**config.mk**
```make
export PLATFORM = sky130hd
export DESIGN_NAME = stereo_lmr_mixer_flat
export DESIGN_NICKNAME = d
export VERILOG_FILES = /design/src/rtl/radio_pkg.sv /design/src/rtl/stereo_lmr_mixer_if.sv /design/src/rtl/stereo_lmr_mixer.sv /design/src/flat_wrapper.sv
export SDC_FILE = /design/constraint.sdc
export NUM_CORES = 2
export LEC_CHECK = 0
export CELL_PAD_IN_SITES_DETAIL_PLACEMENT = 1
export CELL_PAD_IN_SITES_GLOBAL_PLACEMENT = 1
export CORE_MARGIN = 4
export CORE_UTILIZATION = 54
export CTS_CLUSTER_SIZE = 8
export DETAILED_ROUTE_END_ITERATION = 7
export DONT_BUFFER_PORTS = 1
export PLACE_DENSITY = 0.9
export RECOVER_POWER = 100
export SYNTH_ARGS = -nofsm -noshare
export SYNTH_HDL_FRONTEND = slang
export SYNTH_SLANG_ARGS = --single-unit
```
**constraint.sdc**
```tcl
create_clock -name clock -period 10.3 [get_ports clock]
set_input_delay 1.03 -clock clock [delete_from_list [all_inputs] [get_ports clock]]
set_output_delay 1.03 -clock clock [all_outputs]
set_load 0.02 [all_outputs]
```
**src/rtl/radio_pkg.sv**
```systemverilog
// Shared radio constants, state typedef and fixed-point helpers.
package radio_pkg;

  localparam int unsigned DATA_SIZE = 32;
  localparam int unsigned BITS      = 10;
  localparam int unsigned PROD_W    = 2 * DATA_SIZE;

  typedef enum logic [1:0] {
    S_READ  = 2'd0,
    S_MULT  = 2'd1,
    S_WRITE = 2'd2
  } lmr_state_e;

  // Signed divide by 2^i_bits rounding toward zero, wrapped to DATA_SIZE bits.
  // Negative values get (2^i_bits - 1) added so the arithmetic shift truncates
  // toward zero instead of toward minus infinity.
  function automatic logic [DATA_SIZE-1:0] dequantize(
    input logic signed [PROD_W-1:0] i_prod,
    input int unsigned              i_bits
  );
    logic signed [PROD_W-1:0] w_bias;
    logic signed [PROD_W-1:0] w_biased;
    w_bias   = $signed((PROD_W'(1) << i_bits) - PROD_W'(1));
    w_biased = i_prod[PROD_W-1] ? (i_prod + w_bias) : i_prod;
    return DATA_SIZE'(w_biased >>> i_bits);
  endfunction

endpackage

```
**src/rtl/stereo_lmr_mixer_if.sv**
```systemverilog
// FIFO-side signals of the L-R mixer: two show-ahead inputs and one output FIFO.
interface stereo_lmr_mixer_if
  import radio_pkg::*;
#(
  parameter int unsigned DATA_SIZE = radio_pkg::DATA_SIZE
) ();

  logic [DATA_SIZE-1:0] carrier_dout;
  logic                 carrier_empty;
  logic                 carrier_rd_en;
  logic [DATA_SIZE-1:0] lmr_dout;
  logic                 lmr_empty;
  logic                 lmr_rd_en;
  logic [DATA_SIZE-1:0] mix_out;
  logic                 mix_wr_en;
  logic                 mix_full;

  // Mixer side
  modport master (
    input  carrier_dout, carrier_empty, lmr_dout, lmr_empty, mix_full,
    output carrier_rd_en, lmr_rd_en, mix_out, mix_wr_en
  );

  // FIFO / environment side
  modport slave (
    output carrier_dout, carrier_empty, lmr_dout, lmr_empty, mix_full,
    input  carrier_rd_en, lmr_rd_en, mix_out, mix_wr_en
  );

endinterface

```
**src/rtl/stereo_lmr_mixer.sv**
```systemverilog
// Stereo L-R demodulating mixer: joins carrier and L-R samples, multiplies,
// dequantizes and writes the baseband sample downstream.
module stereo_lmr_mixer
  import radio_pkg::*;
#(
  parameter int unsigned DATA_SIZE = radio_pkg::DATA_SIZE,
  parameter int unsigned BITS      = radio_pkg::BITS
) (
  input logic                clock,
  input logic                reset,
  stereo_lmr_mixer_if.master bus
);

  localparam int unsigned PW = 2 * DATA_SIZE;

  lmr_state_e                  r_state;
  lmr_state_e                  w_state_nxt;
  logic signed [DATA_SIZE-1:0] r_carrier;
  logic signed [DATA_SIZE-1:0] r_lmr;
  logic signed [PW-1:0]        r_product;
  logic signed [PW-1:0]        w_product;
  logic                        w_both_ready;
  logic                        w_pop;
  logic                        w_write;

  assign w_both_ready = !bus.carrier_empty && !bus.lmr_empty;
  assign w_product    = PW'(r_carrier) * PW'(r_lmr);

  // State register
  always_ff @(posedge clock or posedge reset) begin
    if (reset) r_state <= S_READ;
    else       r_state <= w_state_nxt;
  end

  // Next-state logic: strict join on read, hold on full output FIFO
  always_comb begin
    w_state_nxt = r_state;
    case (r_state)
      S_READ:  if (w_both_ready) w_state_nxt = S_MULT;
      S_MULT:  w_state_nxt = S_WRITE;
      S_WRITE: if (!bus.mix_full) w_state_nxt = S_WRITE == r_state ? S_READ : r_state;
      default: w_state_nxt = S_READ;
    endcase
  end

  // Output strobes; both FIFOs always pop together, nothing moves in reset
  always_comb begin
    w_pop   = 1'b0;
    w_write = 1'b0;
    if (!reset) begin
      case (r_state)
        S_READ:  w_pop   = w_both_ready;
        S_WRITE: w_write = !bus.mix_full;
        default: ;
      endcase
    end
  end

  // Operand capture on the joint pop
  always_ff @(posedge clock or posedge reset) begin
    if (reset) begin
      r_carrier <= '0;
      r_lmr     <= '0;
    end else if (w_pop) begin
      r_carrier <= $signed(bus.carrier_dout);
      r_lmr     <= $signed(bus.lmr_dout);
    end
  end

  // Full-width product, updated only in S_MULT so mix_out holds through S_WRITE
  always_ff @(posedge clock or posedge reset) begin
    if (reset)                 r_product <= '0;
    else if (r_state == S_MULT) r_product <= w_product;
  end

  assign bus.carrier_rd_en = w_pop;
  assign bus.lmr_rd_en     = w_pop;
  assign bus.mix_wr_en     = w_write;
  assign bus.mix_out       = dequantize(r_product, BITS);

endmodule

```
**src/flat_wrapper.sv**
```systemverilog
// flat-port wrapper written by rule: the top's interface ports become plain ports
module stereo_lmr_mixer_flat import radio_pkg::*;
#(
  parameter int unsigned DATA_SIZE = radio_pkg::DATA_SIZE,
  parameter int unsigned BITS      = radio_pkg::BITS
)
  (clock, reset, bus_carrier_dout, bus_carrier_empty, bus_lmr_dout, bus_lmr_empty, bus_mix_full, bus_carrier_rd_en, bus_lmr_rd_en, bus_mix_out, bus_mix_wr_en);
  stereo_lmr_mixer_if #(.DATA_SIZE(DATA_SIZE)) bus_i ();
  input logic clock;
  input logic reset;
  input wire logic [$bits(bus_i.carrier_dout)-1:0] bus_carrier_dout;
  input wire logic [$bits(bus_i.carrier_empty)-1:0] bus_carrier_empty;
  input wire logic [$bits(bus_i.lmr_dout)-1:0] bus_lmr_dout;
  input wire logic [$bits(bus_i.lmr_empty)-1:0] bus_lmr_empty;
  input wire logic [$bits(bus_i.mix_full)-1:0] bus_mix_full;
  output wire logic [$bits(bus_i.carrier_rd_en)-1:0] bus_carrier_rd_en;
  output wire logic [$bits(bus_i.lmr_rd_en)-1:0] bus_lmr_rd_en;
  output wire logic [$bits(bus_i.mix_out)-1:0] bus_mix_out;
  output wire logic [$bits(bus_i.mix_wr_en)-1:0] bus_mix_wr_en;
  assign bus_i.carrier_dout = bus_carrier_dout;
  assign bus_i.carrier_empty = bus_carrier_empty;
  assign bus_i.lmr_dout = bus_lmr_dout;
  assign bus_i.lmr_empty = bus_lmr_empty;
  assign bus_i.mix_full = bus_mix_full;
  assign bus_carrier_rd_en = bus_i.carrier_rd_en;
  assign bus_lmr_rd_en = bus_i.lmr_rd_en;
  assign bus_mix_out = bus_i.mix_out;
  assign bus_mix_wr_en = bus_i.mix_wr_en;
  stereo_lmr_mixer #(.DATA_SIZE(DATA_SIZE), .BITS(BITS)) u_core (.clock(clock), .reset(reset), .bus(bus_i));
endmodule
```
Word level (Yosys, flattened, before mapping)
Cells that the tools add are included.
- flip-flop bits (word level): 130
- word-level logic and storage cells: 27
- output and inout bits: 35
- $add $sub $neg: 1
- muxes and demuxes: 9
- reductions and logical operators: 6
- $mul: 1
- equality and inequality tests: 6
- operators by type and width (operator ; number):
    multiplier 32 x 32 -> 64 bit ; 1
    adder 42 x 11 -> 42 bit (second input constant) ; 1
    2-to-1 mux 42 bit ; 1
    2-to-1 mux 2 bit ; 3
    case mux 2 bit (3 select lines) ; 1
    2-to-1 mux 1 bit ; 4
    != test 2 x 1 -> 1 bit (second input constant) ; 2
    zero test 1 bit ; 3
    AND reduction 3 bit ; 1
    == test 2 x 1 -> 1 bit (second input constant) ; 1
    == test 2 bit (first input constant) ; 1
    == test 2 bit (second input constant) ; 1
    zero test 2 bit ; 1
    != test 2 bit (second input constant) ; 1
    logical AND 1 bit ; 1

Longest topological paths before layout
- word-level depth: 4
- depth in mapped cells: 28
- gate-level depth less buffers: 27

Worst setup path before layout
No wires, ideal clock.
- kind: flip-flop to flip-flop
- start point: register u_core.r_carrier[31]
- end point: register u_core.r_product[63]
- stages on the path, launching flop included: 25
- buffers on the path: 1
- slack: 3.061 ns
- data arrival time: 7.107 ns
- path through: dfrtp_1 clkbuf_1 nand2_1 inv_1 fa_1 inv_1 fa_1 inv_1 fa_1 fa_1 inv_1 fa_1 inv_1 fa_1 fa_1 fa_1 ha_1 a21o_1 a211oi_1 o21a_1 o22ai_1 a211oi_1 nor3_1 a21oi_1 nand3_1
- longest elaborated chain between the ends: 1
- RTL lines (what ; RTL line ; source):
    start: declaration ; stereo_lmr_mixer.sv:18 ; logic signed [DATA_SIZE-1:0] r_carrier;
    start signal: assignment ; stereo_lmr_mixer.sv:65 ; r_carrier <= $signed(bus.carrier_dout);
    multiplier 32 x 32 -> 64 bit ; stereo_lmr_mixer.sv:27 ; assign w_product = PW'(r_carrier) * PW'(r_lmr);
    end signal: assignment ; stereo_lmr_mixer.sv:73 ; else if (r_state == S_MULT) r_product <= w_product;
    end: declaration ; stereo_lmr_mixer.sv:20 ; logic signed [PW-1:0] r_product;
No other way between the ends.
A chain may end at the register's enable or synchronous reset.

Final worst setup path
- start point: register u_core.r_carrier[2]
- end point: register u_core.r_product[63]
The elaborated chain is that of the path after synthesis.

==> implementation parameters <==
Parameter                              Value

Status
  Result of the run    finished, violations left
  Violated checks    capacitance limit, slew limit

Clocking
  Buffers inserted by post-CTS timing repair    0
  Latest clock arrival within the worst-skew pair    between 0.4 and 0.5 ns
  Post-CTS clock slew at the launch and capture registers of the worst setup and hold paths    0.12 ns
  TritonCTS clock tree    yes
  Quantity of gates resized following cts    0
  CTS buffer count    9
  Worst-case clock buffer depth    2
  CTS sink cnt    about 110
  CTS HTree Levels    3
  Hold-fix buffers at CTS    0
  Buffer type at the clock tree root    clkbuf_16

Routing
  Detailed-route DRC error count    0
  Number of DRC markers in iteration 0    roughly 2,100
  Average routed wire per standard cell    about 28 µm
  Total number of vias    between 30,000 and 40,000
  Remaining antenna violation count after routing    0
  First-pass DRT Iterations    6
  Via-to-Cell Ratio    approximately 6.1
  Total Wirelength    141 mm

Synthesis
  Count of flip-flops with a built-in enable after synthesis    0
  Largest cells by area after synthesis    fa_1 (54%), inv_1 (9.7%), dfrtp_1 (6.8%)
  Sequential element share of the synthesized area    about 6.8%
  Avg Inst Size Synth    about 9.6 µm²
  Synthesized instance count    4,181
  Synth area leader    fa_1
  Synth warn    0
  Number of flip-flops and latches in the synthesized netlist    109
  Syn_nets    5,516
  Area share of the largest cell type after synthesis    between 50% and 60%
  Commonest register cell after synthesis    dfrtp_1
  Number of library cell types mapped by synthesis    68
  Synth async-reset ratio    100%
  Post-synth design cell area    between 30,000 and 40,000 µm²

STA
  Share of the clock period used by the worst path    slightly above 90%
  Actual transition at the worst max-transition pin    4.13 ns
  Setup repair after global routing missed its margin    false
  Final count of negative-setup-slack endpoints    0
  Hold Fails Final Rpt    0
  Smallest setup slack after layout    between 0.7 and 0.8 ns
  Highest clock frequency the design can meet    around 110 MHz
  Worst Skew    around 0.033 ns
  Number of slew-limit violations in the final report    around 240
  Worst slew margin    -175%
  Setup TNS    0 ns
  Minimum clock period    between 9 and 10 ns

Final layout
  Final std cell area, no fill    a little over 40,000 µm²
  Share of layout cells above drive strength 1    under 10%
  Storage element area    around 2700 µm²
  Commonest non-fill, non-tap cell in the layout    fa_1
  Area used by multi-input combinational logic    roughly 32,000 µm²
  Top library cells by usage in the layout, fill and taps aside    fa_1 (1,082), inv_1 (1,036), nand2_1 (668)
  Synth-to-layout area growth    2.79%
  Nets    roughly 5,400
  Layout filler cell count    8,173

Worst setup path
  Peak fanout along the critical path    18
  Start-to-end type of the worst setup path    register to register
  Worst setup path endpoint    u_core.r_product[63]$_DFFE_PP0N_
  Reg-to-reg startpoint    u_core.r_carrier[2]$_DFFE_PP0P_
  Critical path required time    between 10 and 15 ns
  Critical Path Start    u_core.r_carrier[2]$_DFFE_PP0P_
  Crit. End Element    register
  Cell count of the worst reg-to-reg path    23
  Reg2Reg Setup Slack    ~0.8 ns
  Setup crit start kind    register
  Endpoint of the most critical register-to-register path    u_core.r_product[63]$_DFFE_PP0N_
  Arrival time of data at the critical path endpoint    just under 10 ns

Hold path
  Hold Path Class    register to register

Global route
  Global-route usage over all layers    a little under two fifths
  Total overflow reported by the global router    0
  Number of antenna violations at the first check in global routing    11
  Number of global-route vias before repair    around 38,000
  Global-route wire length before repair    around 220 mm
  Maximum number of pins on one net before global-route repair    62

Placement
  Half-perimeter wire length of the detailed placement result    about 110 mm
  Pre-CTS worst setup slack    ~1.3 ns
  Count of input and output buffers    0
  Post-Place Cell Area    about 41,000 µm²
  Last weighted congestion value of the routability-driven placer    around 0.87

Floorplan
  Die span in y    between 200 and 300 µm
  Count of standard-cell rows    99
  Horiz. Die Dim    280 µm
  I/O Pins    roughly 100
  Die outline area    78,400 µm²
  Core region area    73,100 µm²
  Effective utilization at floorplan    between 50 and 60%

Job
  Total of max-cap violations    5
-- cell families (layout without fill, tap and decap cells) --
family,Yosys count,after routing,synth area share (%)
muxes,66,66,1.85
other,0,9,0
AOI/OAI and AO/OA,167,167,2.72
DFF,109,109,6.83
xor gates and xnor gates,70,70,1.55
adders and majority gates,1266,1266,60.0
buffers and inverters,1254,1119,11.9
and+or+nand+nor,1249,1249,15.2
-- area by class of cell --
type	count	area share, %
Antenna cell	9	0.0548
Clock buffer	9	0.548
Clock inverter	7	0.216
Inverter	1037	9.48
Multi-Input combinational cell	2818	79.0
Sequential cell	109	6.65
Tap cell	959	2.92
Timing Repair Buffer	66	1.17
-- per-stage QoR --
| stage | std cells | util (%) | hold slack [ns] |
|---|---|---|---|
| floorplan | 4181 | - | 0.439 |
| global placement | 4989 | 55.8 | 0.450 |
| detailed placement | 4989 | 55.8 | 0.474 |
| CTS | 5005 | 56.3 | 0.494 |
| global route | 5010 | 56.2 | 0.525 |
| finish | 5014 | 56.2 | 0.488 |
-- worst max-delay path: stages (launching register included) --
cell	delay [ns]
dfrtp_1	1.00
clkbuf_1	1.04
nand2_1	0.17
fa_1	0.46
fa_1	0.42
inv_1	0.08
fa_1	0.41
inv_1	0.09
fa_1	0.20
inv_1	0.09
fa_1	0.54
inv_1	0.07
fa_1	0.60
fa_1	0.46
fa_1	0.54
inv_1	0.06
ha_1	0.43
nand4_1	0.21
or3_1	0.40
or3_1	0.37
a21oi_1	0.61
o21ai_0	0.44
or4_1	0.59
nand3_1	0.13
-- worst min-delay path by stage --
| stage | slack [ns] | cells past startpoint | start | to |
|---|---|---|---|---|
| floorplan | 0.44 | 2 | u_core.r_product[0]$_DFFE_PP0N_ | u_core.r_product[0]$_DFFE_PP0N_ |
| global placement | 0.45 | 2 | u_core.r_product[0]$_DFFE_PP0N_ | u_core.r_product[0]$_DFFE_PP0N_ |
| detailed placement | 0.47 | 2 | u_core.r_product[0]$_DFFE_PP0N_ | u_core.r_product[0]$_DFFE_PP0N_ |
| CTS | 0.49 | 2 | u_core.r_product[0]$_DFFE_PP0N_ | u_core.r_product[0]$_DFFE_PP0N_ |
| global route | 0.53 | 2 | u_core.r_product[0]$_DFFE_PP0N_ | u_core.r_product[0]$_DFFE_PP0N_ |
| finish | 0.49 | 2 | u_core.r_product[0]$_DFFE_PP0N_ | u_core.r_product[0]$_DFFE_PP0N_ |
-- Yosys cell counts, drive strengths merged, types with 10 or more instances --
cell type	count
xnor2	48
nand2b	15
nand4	12
o21ai	51
nand2	668
mux2	64
and2	418
a21o	16
nor2	56
dfrtp	109
a21oi	35
ha	184
nor3b	10
inv	1037
xor2	22
clkbuf	207
nor3	15
nand3	17
o31ai	11
buf	10
fa	1082
-- layer usage --
| layer | up-vias | wire [µm] | GRT usage [%] |
|---|---|---|---|
| met5 | - | 37 | 0 |
| met2 | 1877 | 72600 | 65.0 |
| li1 | 11700 | - | - |
| met4 | 6 | 16500 | 35.9 |
| met1 | 15800 | 42600 | 37.3 |
| met3 | 1008 | 9640 | 7.14 |
-- flip-flops by register name (all words and copies together) (netlist names) --
name / flops
u_core.r_carrier: 32
u_core.r_lmr: 32
u_core.r_product: 43
u_core.r_state: 2
Power is left out: the tool's default activity adds up to more than one toggle a clock period on the data nets, which glitch-free logic cannot reach.
